<file path="src/rtl/mem_bus_arbiter_pkg.sv">
// Shared types and constants for the unified-memory bus arbiter.
package mem_bus_arbiter_pkg;

  typedef enum logic [1:0] {
    IDLE  = 2'd0,
    ISSUE = 2'd1,
    WAIT  = 2'd2,
    DONE  = 2'd3
  } state_t;

  localparam int READ_LAT_DEFAULT = 1;
  localparam int READ_LAT_MAX     = 4;
  localparam int CNT_W            = 2;

  // One latched bus transaction.
  typedef struct packed {
    logic        we;
    logic [3:0]  be;
    logic [31:0] addr;
    logic [31:0] wdata;
  } txn_t;

endpackage

</file>
<file path="src/rtl/mem_bus_arbiter_rr_arbiter2.sv">
// Two-requester round-robin pick; ties go to whoever was not granted last.
module rr_arbiter2 (
  input  logic clk,
  input  logic rst_n,
  input  logic req_i,
  input  logic req_d,
  input  logic grant_en,
  output logic grant_d
);

  logic last_d;

  // Only D, or both with I granted last, selects D.
  assign grant_d = req_d & (~req_i | ~last_d);

  always_ff @(posedge clk or negedge rst_n) begin
    if (!rst_n) begin
      last_d <= 1'b0;
    end else if (grant_en) begin
      last_d <= grant_d;
    end
  end

endmodule

</file>
<file path="src/rtl/mem_bus_arbiter.sv">
// Shares one synchronous memory port between the instruction-fetch (Iw) and data (Dw) buses.
// Handshake: a requester raises req with stable fields and holds them until its one-cycle ack.
module mem_bus_arbiter
  import mem_bus_arbiter_pkg::*;
#(
  parameter int READ_LAT = READ_LAT_DEFAULT
) (
  input  logic        iCLK,
  input  logic        iRST,
  input  logic        iIwReq,
  input  logic        iDwReq,
  input  logic        iIwWE,
  input  logic        iDwWE,
  input  logic [3:0]  iIwBE,
  input  logic [3:0]  iDwBE,
  input  logic [31:0] iIwAddr,
  input  logic [31:0] iDwAddr,
  input  logic [31:0] iIwWData,
  input  logic [31:0] iDwWData,
  output logic        oIwAck,
  output logic        oDwAck,
  output logic [31:0] oIwRData,
  output logic [31:0] oDwRData,
  output logic        oMemRE,
  output logic        oMemWE,
  output logic [3:0]  oMemBE,
  output logic [31:0] oMemAddr,
  output logic [31:0] oMemWData,
  input  logic [31:0] iMemRData,
  output logic        oBusy,
  output logic        oOwnerD,
  output state_t      oState
);

  if (READ_LAT < 1 || READ_LAT > READ_LAT_MAX) begin : g_bad_read_lat
    $error("mem_bus_arbiter: READ_LAT %0d outside 1..%0d", READ_LAT, READ_LAT_MAX);
  end

  state_t           state, state_nxt;
  txn_t             txn_q, txn_pick;
  logic             owner_d;
  logic [CNT_W-1:0] cnt;
  logic [31:0]      rdata_i_q, rdata_d_q;
  logic             any_req, grant, pick_d, capture;

  assign any_req = iIwReq | iDwReq;
  assign grant   = (state == IDLE) && any_req;
  assign capture = (state == WAIT) && (cnt == '0);

  rr_arbiter2 u_rr (
    .clk      (iCLK),
    .rst_n    (iRST),
    .req_i    (iIwReq),
    .req_d    (iDwReq),
    .grant_en (grant),
    .grant_d  (pick_d)
  );

  assign txn_pick = pick_d ? '{we: iDwWE, be: iDwBE, addr: iDwAddr, wdata: iDwWData}
                           : '{we: iIwWE, be: iIwBE, addr: iIwAddr, wdata: iIwWData};

  always_ff @(posedge iCLK or negedge iRST) begin
    if (!iRST) begin
      state <= IDLE;
    end else begin
      state <= state_nxt;
    end
  end

  always_comb begin
    state_nxt = state;
    case (state)
      IDLE:    if (any_req) state_nxt = ISSUE;
      ISSUE:   state_nxt = txn_q.we ? DONE : WAIT;
      WAIT:    if (cnt == '0) state_nxt = DONE;
      DONE:    state_nxt = IDLE;
      default: state_nxt = IDLE;
    endcase
  end

  always_comb begin
    oMemRE = (state == ISSUE) && !txn_q.we;
    oMemWE = (state == ISSUE) && txn_q.we;
    oMemBE = (state == ISSUE) ? txn_q.be : 4'h0;
    oIwAck = (state == DONE) && !owner_d;
    oDwAck = (state == DONE) && owner_d;
    oBusy  = (state != IDLE);
  end

  // Latches, latency counter and per-requester read data.
  always_ff @(posedge iCLK or negedge iRST) begin
    if (!iRST) begin
      txn_q     <= '0;
      owner_d   <= 1'b0;
      cnt       <= '0;
      rdata_i_q <= '0;
      rdata_d_q <= '0;
    end else begin
      if (grant) begin
        txn_q   <= txn_pick;
        owner_d <= pick_d;
      end
      if (state == ISSUE && !txn_q.we) begin
        cnt <= CNT_W'(READ_LAT - 1);
      end else if (state == WAIT && cnt != '0) begin
        cnt <= cnt - CNT_W'(1);
      end
      if (capture && owner_d) begin
        rdata_d_q <= iMemRData;
      end
      if (capture && !owner_d) begin
        rdata_i_q <= iMemRData;
      end
    end
  end

  // Address and write data stay on the bus between commands.
  assign oMemAddr  = txn_q.addr;
  assign oMemWData = txn_q.wdata;
  assign oOwnerD   = owner_d;
  assign oIwRData  = rdata_i_q;
  assign oDwRData  = rdata_d_q;
  assign oState    = state;

endmodule

</file>
<file path="config.mk">
export PLATFORM = sky130hd
export DESIGN_NAME = mem_bus_arbiter
export DESIGN_NICKNAME = d
export VERILOG_FILES = /design/src/rtl/mem_bus_arbiter_pkg.sv /design/src/rtl/mem_bus_arbiter_rr_arbiter2.sv /design/src/rtl/mem_bus_arbiter.sv
export SDC_FILE = /design/constraint.sdc
export NUM_CORES = 1
export LEC_CHECK = 0
export CAP_MARGIN = 20
export CORE_ASPECT_RATIO = 1.1
export CORE_MARGIN = 3
export CORE_UTILIZATION = 44
export CTS_CLUSTER_SIZE = 16
export DETAILED_ROUTE_END_ITERATION = 10
export GPL_TIMING_DRIVEN = 0
export PLACE_DENSITY = 0.86
export SLEW_MARGIN = 20
export SYNTH_ARGS = -nofsm -noshare
export SYNTH_HDL_FRONTEND = slang
export SYNTH_HIERARCHICAL = 1
export SYNTH_SLANG_ARGS = --single-unit
</file>
<file path="constraint.sdc">
create_clock -name iCLK -period 2.7 [get_ports iCLK]
set_input_delay 0.81 -clock iCLK [delete_from_list [all_inputs] [get_ports iCLK]]
set_output_delay 0.81 -clock iCLK [all_outputs]
set_load 0.01 [all_outputs]
</file>
# Word-level counts from Yosys, hierarchy flattened
# Cells that the tools add are included.
# word_totals
reg_bits	138
output_inout_bits	140
elab_cells	45
in_bits	174
# op_classes
addsub	1
n_eq_ne	5
n_mux	8
reduce_logical	17
bitwise	5
# ops
cell	count
$mux W69	1
$logic_and A1 B1 Y1	9
$mux W2	4
$pmux W2 S4	1
$reduce_bool A2 Y1	3
$eq A2 B2 Y1 const B	2
$logic_not A2 Y1	2
$mux W4	1
$ne A2 B2 Y1 const B	2
$eq A2 B1 Y1 const B	1
$logic_not A1 Y1	2
$not A1 Y1	2
$or A1 B1 Y1	2
$reduce_and A2 Y1	1
$sub A2 B1 Y2 const B	1
$and A1 B1 Y1	1
$mux W1	1

# Depth between registers and ports, before layout
# logic_depth
ltp_word	4
ltp_mapped	7
ltp_nobuf	5

# Modules after synthesis
# The synthesis kept the hierarchy.
# modules_own_cells
mod	cells_each	seq_area_each_um2	n_inst	area_each_um2
mem_bus_arbiter	538	3453.3	1	6384.9
rr_arbiter2	3	25.0	1	51.3

# Worst setup path after synthesis
# Ideal clock, no wire load.
# synth_path
kind	reg-to-output
from	register state[1], in the netlist oState[1]
to	output oMemRE
setup_slack_ps	862
stages_incl_launch_ff	4
arrival_ps	1028
path_buffers	0
t_required_ps	1890
cell_sequence	dfrtp_1 inv_1 ha_1 nor2b_1
# synth_between
elab_chain_cells	2
# synth_lines
item	line	rtl
start, declared	mem_bus_arbiter.sv:39	state_t state, state_nxt;
start signal, assigned	mem_bus_arbiter.sv:66	state <= state_nxt;
$eq A2 B1 Y1	mem_bus_arbiter.sv:82	oMemRE = (state == ISSUE) && !txn_q.we;
$logic_and A1 B1 Y1	mem_bus_arbiter.sv:82	
end, declared	mem_bus_arbiter.sv:24	output logic oMemRE,
# No other way between the ends.

# Worst setup path after layout
# layout_path
from	register state[0], in the netlist oState[0]
to	output oBusy
# layout_between
elab_chain_cells	1
# layout_lines
item	line	rtl
$reduce_bool A2 Y1	mem_bus_arbiter.sv:87	oBusy = (state != IDLE);
end, declared	mem_bus_arbiter.sv:30	output logic oBusy,
# No other way between the ends.

==> qor.txt <==
R2R Path Start - oState[0]
ratio of cells with drive above 1 in the final layout - 0.2266
setup repair bufs after CTS - 0
Global Route Usage Sum - 0.2320
gpl congestion - 0.8382
Crit. Startpoint - oState[0]
fin nets - 1054
Port Buffer Count - 313
CTS Root Cell - clkbuf_16
global-route wire length before repair - 29.41 mm
WL final - 18.90 mm
slew margin rel. - 0.6936
Tcrit/Tclk final - 0.9680
Required @ worst endpoint - 1.89 ns
count leader, synth - dfrtp_1
Worst-Margin Slew - 0.4596 ns
drt drc - 0
vias in the first global route - 5700
WL/cell - 17.58 um
layout filler cell count - 958
Final ANT Viol Nets - 0
Crit Path Class - reg2out
Critical Path Fanout Max - 5
Comb pwr share - 0.484
Via-to-Cell Ratio - 4.877
CTS tree - done
sequential-to-total area share from yosys stat - 0.5404
hold buffers post-CTS - 0
clock skew - 0.006322 ns
#FFs+latches synth - 139
Total Die Area - 16120 um2
Final Slew Violations - 0
Post-synth EDFFs - 0
outcome - finished clean
Max Root-Sink Buffers - 2
P per Cell Area - 1154 nW/um2
die width - 121.3 um
Final setup viols - 0
CP dominant cell by count - inv_1
Final TNS setup - 0 ns
CORE AREA - 14080 um2
ranking of synthesized cells by area - dfrtp_1, mux2_2, mux2i_1
initial DRC count - 208
Flop pwr share - 0.307
syn_area_per_cell - 11.90 um2
IR drop worst, VDD - 0.5485 mV
total net switching power - 3877 uW
Mapped Area - 6436 um2
Yosys top cell area share - 0.5404
largest net degree at the start of global routing - 80
antenna violations before repair - 0
slowest stage cell, crit path - clkdlybuf4s50_1
Mapped Nets - 721
Post-Syn Instances - 541
RSZ-0062 raised after global routing - false
Async SR Flop Fraction - 1.000
worst hold path class - in2async
Max Cap Viol - 0
# IOs - 314
unique cell type count in the Yosys netlist - 29
Startpoint Class - flop
fin crit period - 2.614 ns
Skew-Pair Late Insertion Delay - 0.41 ns
area delta synth->final - 63.38%
GRT overflow - 0
CP endpoint kind - primary output
hpwl dp - 14.81 mm
synth cell count leaders - dfrtp_1, mux2i_1, nand2_1, o21ai_0, mux2_2
clk sink count - 139
Antenna diodes - 0
switching part of the total - 0.3196
Initial Utilization - 0.4572
Synthesis Warnings - 6
P_int - 8254 uW
total CTS buffers - 17
Pre-antenna DRT Iters - 4
cell taking the most area after synthesis - dfrtp_1
Final Power - 12130 uW
crit-path leading delay family - buffers and inverters
clock power share - 0.209
worst path buffer plus inverter count - 3
peak per-stage delay on the critical path - 0.50 ns
Vias - 5243
die height - 132.9 um
CP cell instances - inv_1 -> ha_2 -> inv_1 -> clkdlybuf4s50_1
final hold vios - 0
fmax - 0.3826 GHz
worst endpoint data arrival time - 1.80 ns
H-tree depth - 4
clk slew on worst S/H paths - 0.06 ns
Synth Flop Type - dfrtp_1
Lkg Pwr - 0.004764 uW
row cnt - 45
==> state kept, by name (all words and copies together), names as in the netlist <==
| register | count |
|---|---|
| oMemAddr | 32 |
| oDwRData | 32 |
| txn_q | 5 |
| oIwRData | 32 |
| oState | 2 |
| u_rr/last_d | 1 |
| oOwnerD | 1 |
| cnt | 2 |
| oMemWData | 32 |
==> final timing paths <==
| path | end | slack (ns) | cells past startpoint |
|---|---|---|---|
| max | oBusy | 0.09 | 4 |
| min | oIwRData[25] | 0.33 | 1 |
| max reg2reg | u_rr/last_d | 0.77 | 7 |
| min reg2reg | oMemAddr[13] | 0.48 | 2 |
| max in group asynchronous | oMemWData[22] | 1.64 | 2 |
| min in group iCLK | oMemAddr[13] | 0.48 | 2 |
==> cell usage in the layout (no fill, tap or decap), types with 2 or more instances in the layout <==
master and instances:
clkdlybuf4s50_1 306, dfrtp_1 137, mux2i_1 69, nand2_1 69, o21ai_0 69, mux2_2 66, buf_4 64, buf_2 19
clkbuf_16 17, inv_1 5, and2_1 5, dlymetal6s2s_1 5, nor2_1 4, clkbuf_8 4, clkbuf_1 4, ha_1 4
bufinv_16 4, inv_6 4, clkbuf_2 2, clkinv_4 2, inv_8 2, dfrtp_2 2
==> cell type report <==
type | count | area (um2) | area share
inverter | 6 | 22.52 | 0.002142
multi-input combinational | 303 | 2300 | 0.2187
clock buffer | 18 | 439.2 | 0.04177
buffer | 93 | 653.1 | 0.06211
timing repair buffer | 314 | 3177 | 0.3021
clock inverter | 14 | 207.7 | 0.01975
sequential | 139 | 3481 | 0.3310
tap | 188 | 235.2 | 0.02237
==> power by group through the flow <==
stage | clock network [uW] | registers [uW] | logic [uW]
detailed placement | 0 | 3730 | 5900
global placement | 0 | 3650 | 5740
finish | 2540 | 3730 | 5870
global route | 2660 | 3840 | 6300
CTS | 2570 | 3720 | 5940
floorplan | 0 | 3850 | 2690
==> metrics by stage <==
step                      utilization  setup WS (ns)  hold slack, ns  instance area, um2  cells
after floorplan                     -         0.8624          0.4418                6436    541
after detailed placement       0.6988       -0.01049          0.4716                9837   1043
final                          0.7470        0.08628          0.3261               10520   1075
after global routing           0.7470        0.02759          0.3485               10520   1075
after CTS                      0.7460       0.002603          0.3364               10500   1075
after global placement         0.6965         -4.325          0.4562                9804   1042
==> cells by family (layout without fill, tap and decap cells) <==
family	count (synthesis)	count (layout)	synth area share
AND/OR/NAND/NOR	85	85	0.05521
XOR/XNOR	1	1	0.001361
flip-flops	139	139	0.5404
adder cells (fa/ha/maj)	6	6	0.01166
AO/OA/AOI/OAI	75	75	0.06124
buffers and inverters	99	445	0.1050
multiplexers	136	136	0.2251
==> per-layer routing <==
layer  wire length (um)  GRT usage
met1               7204     0.2627
met2               9991     0.4264
met3               1282    0.05643
met4                418    0.07098
met5                  0          0
==> what timing repair did <==
item / in CTS / in global routing
gates cloned: 0 / 0
resized for setup: 6 / 7
setup endpoints to repair: 6 / 6
(Power assumes the default switching activity.)
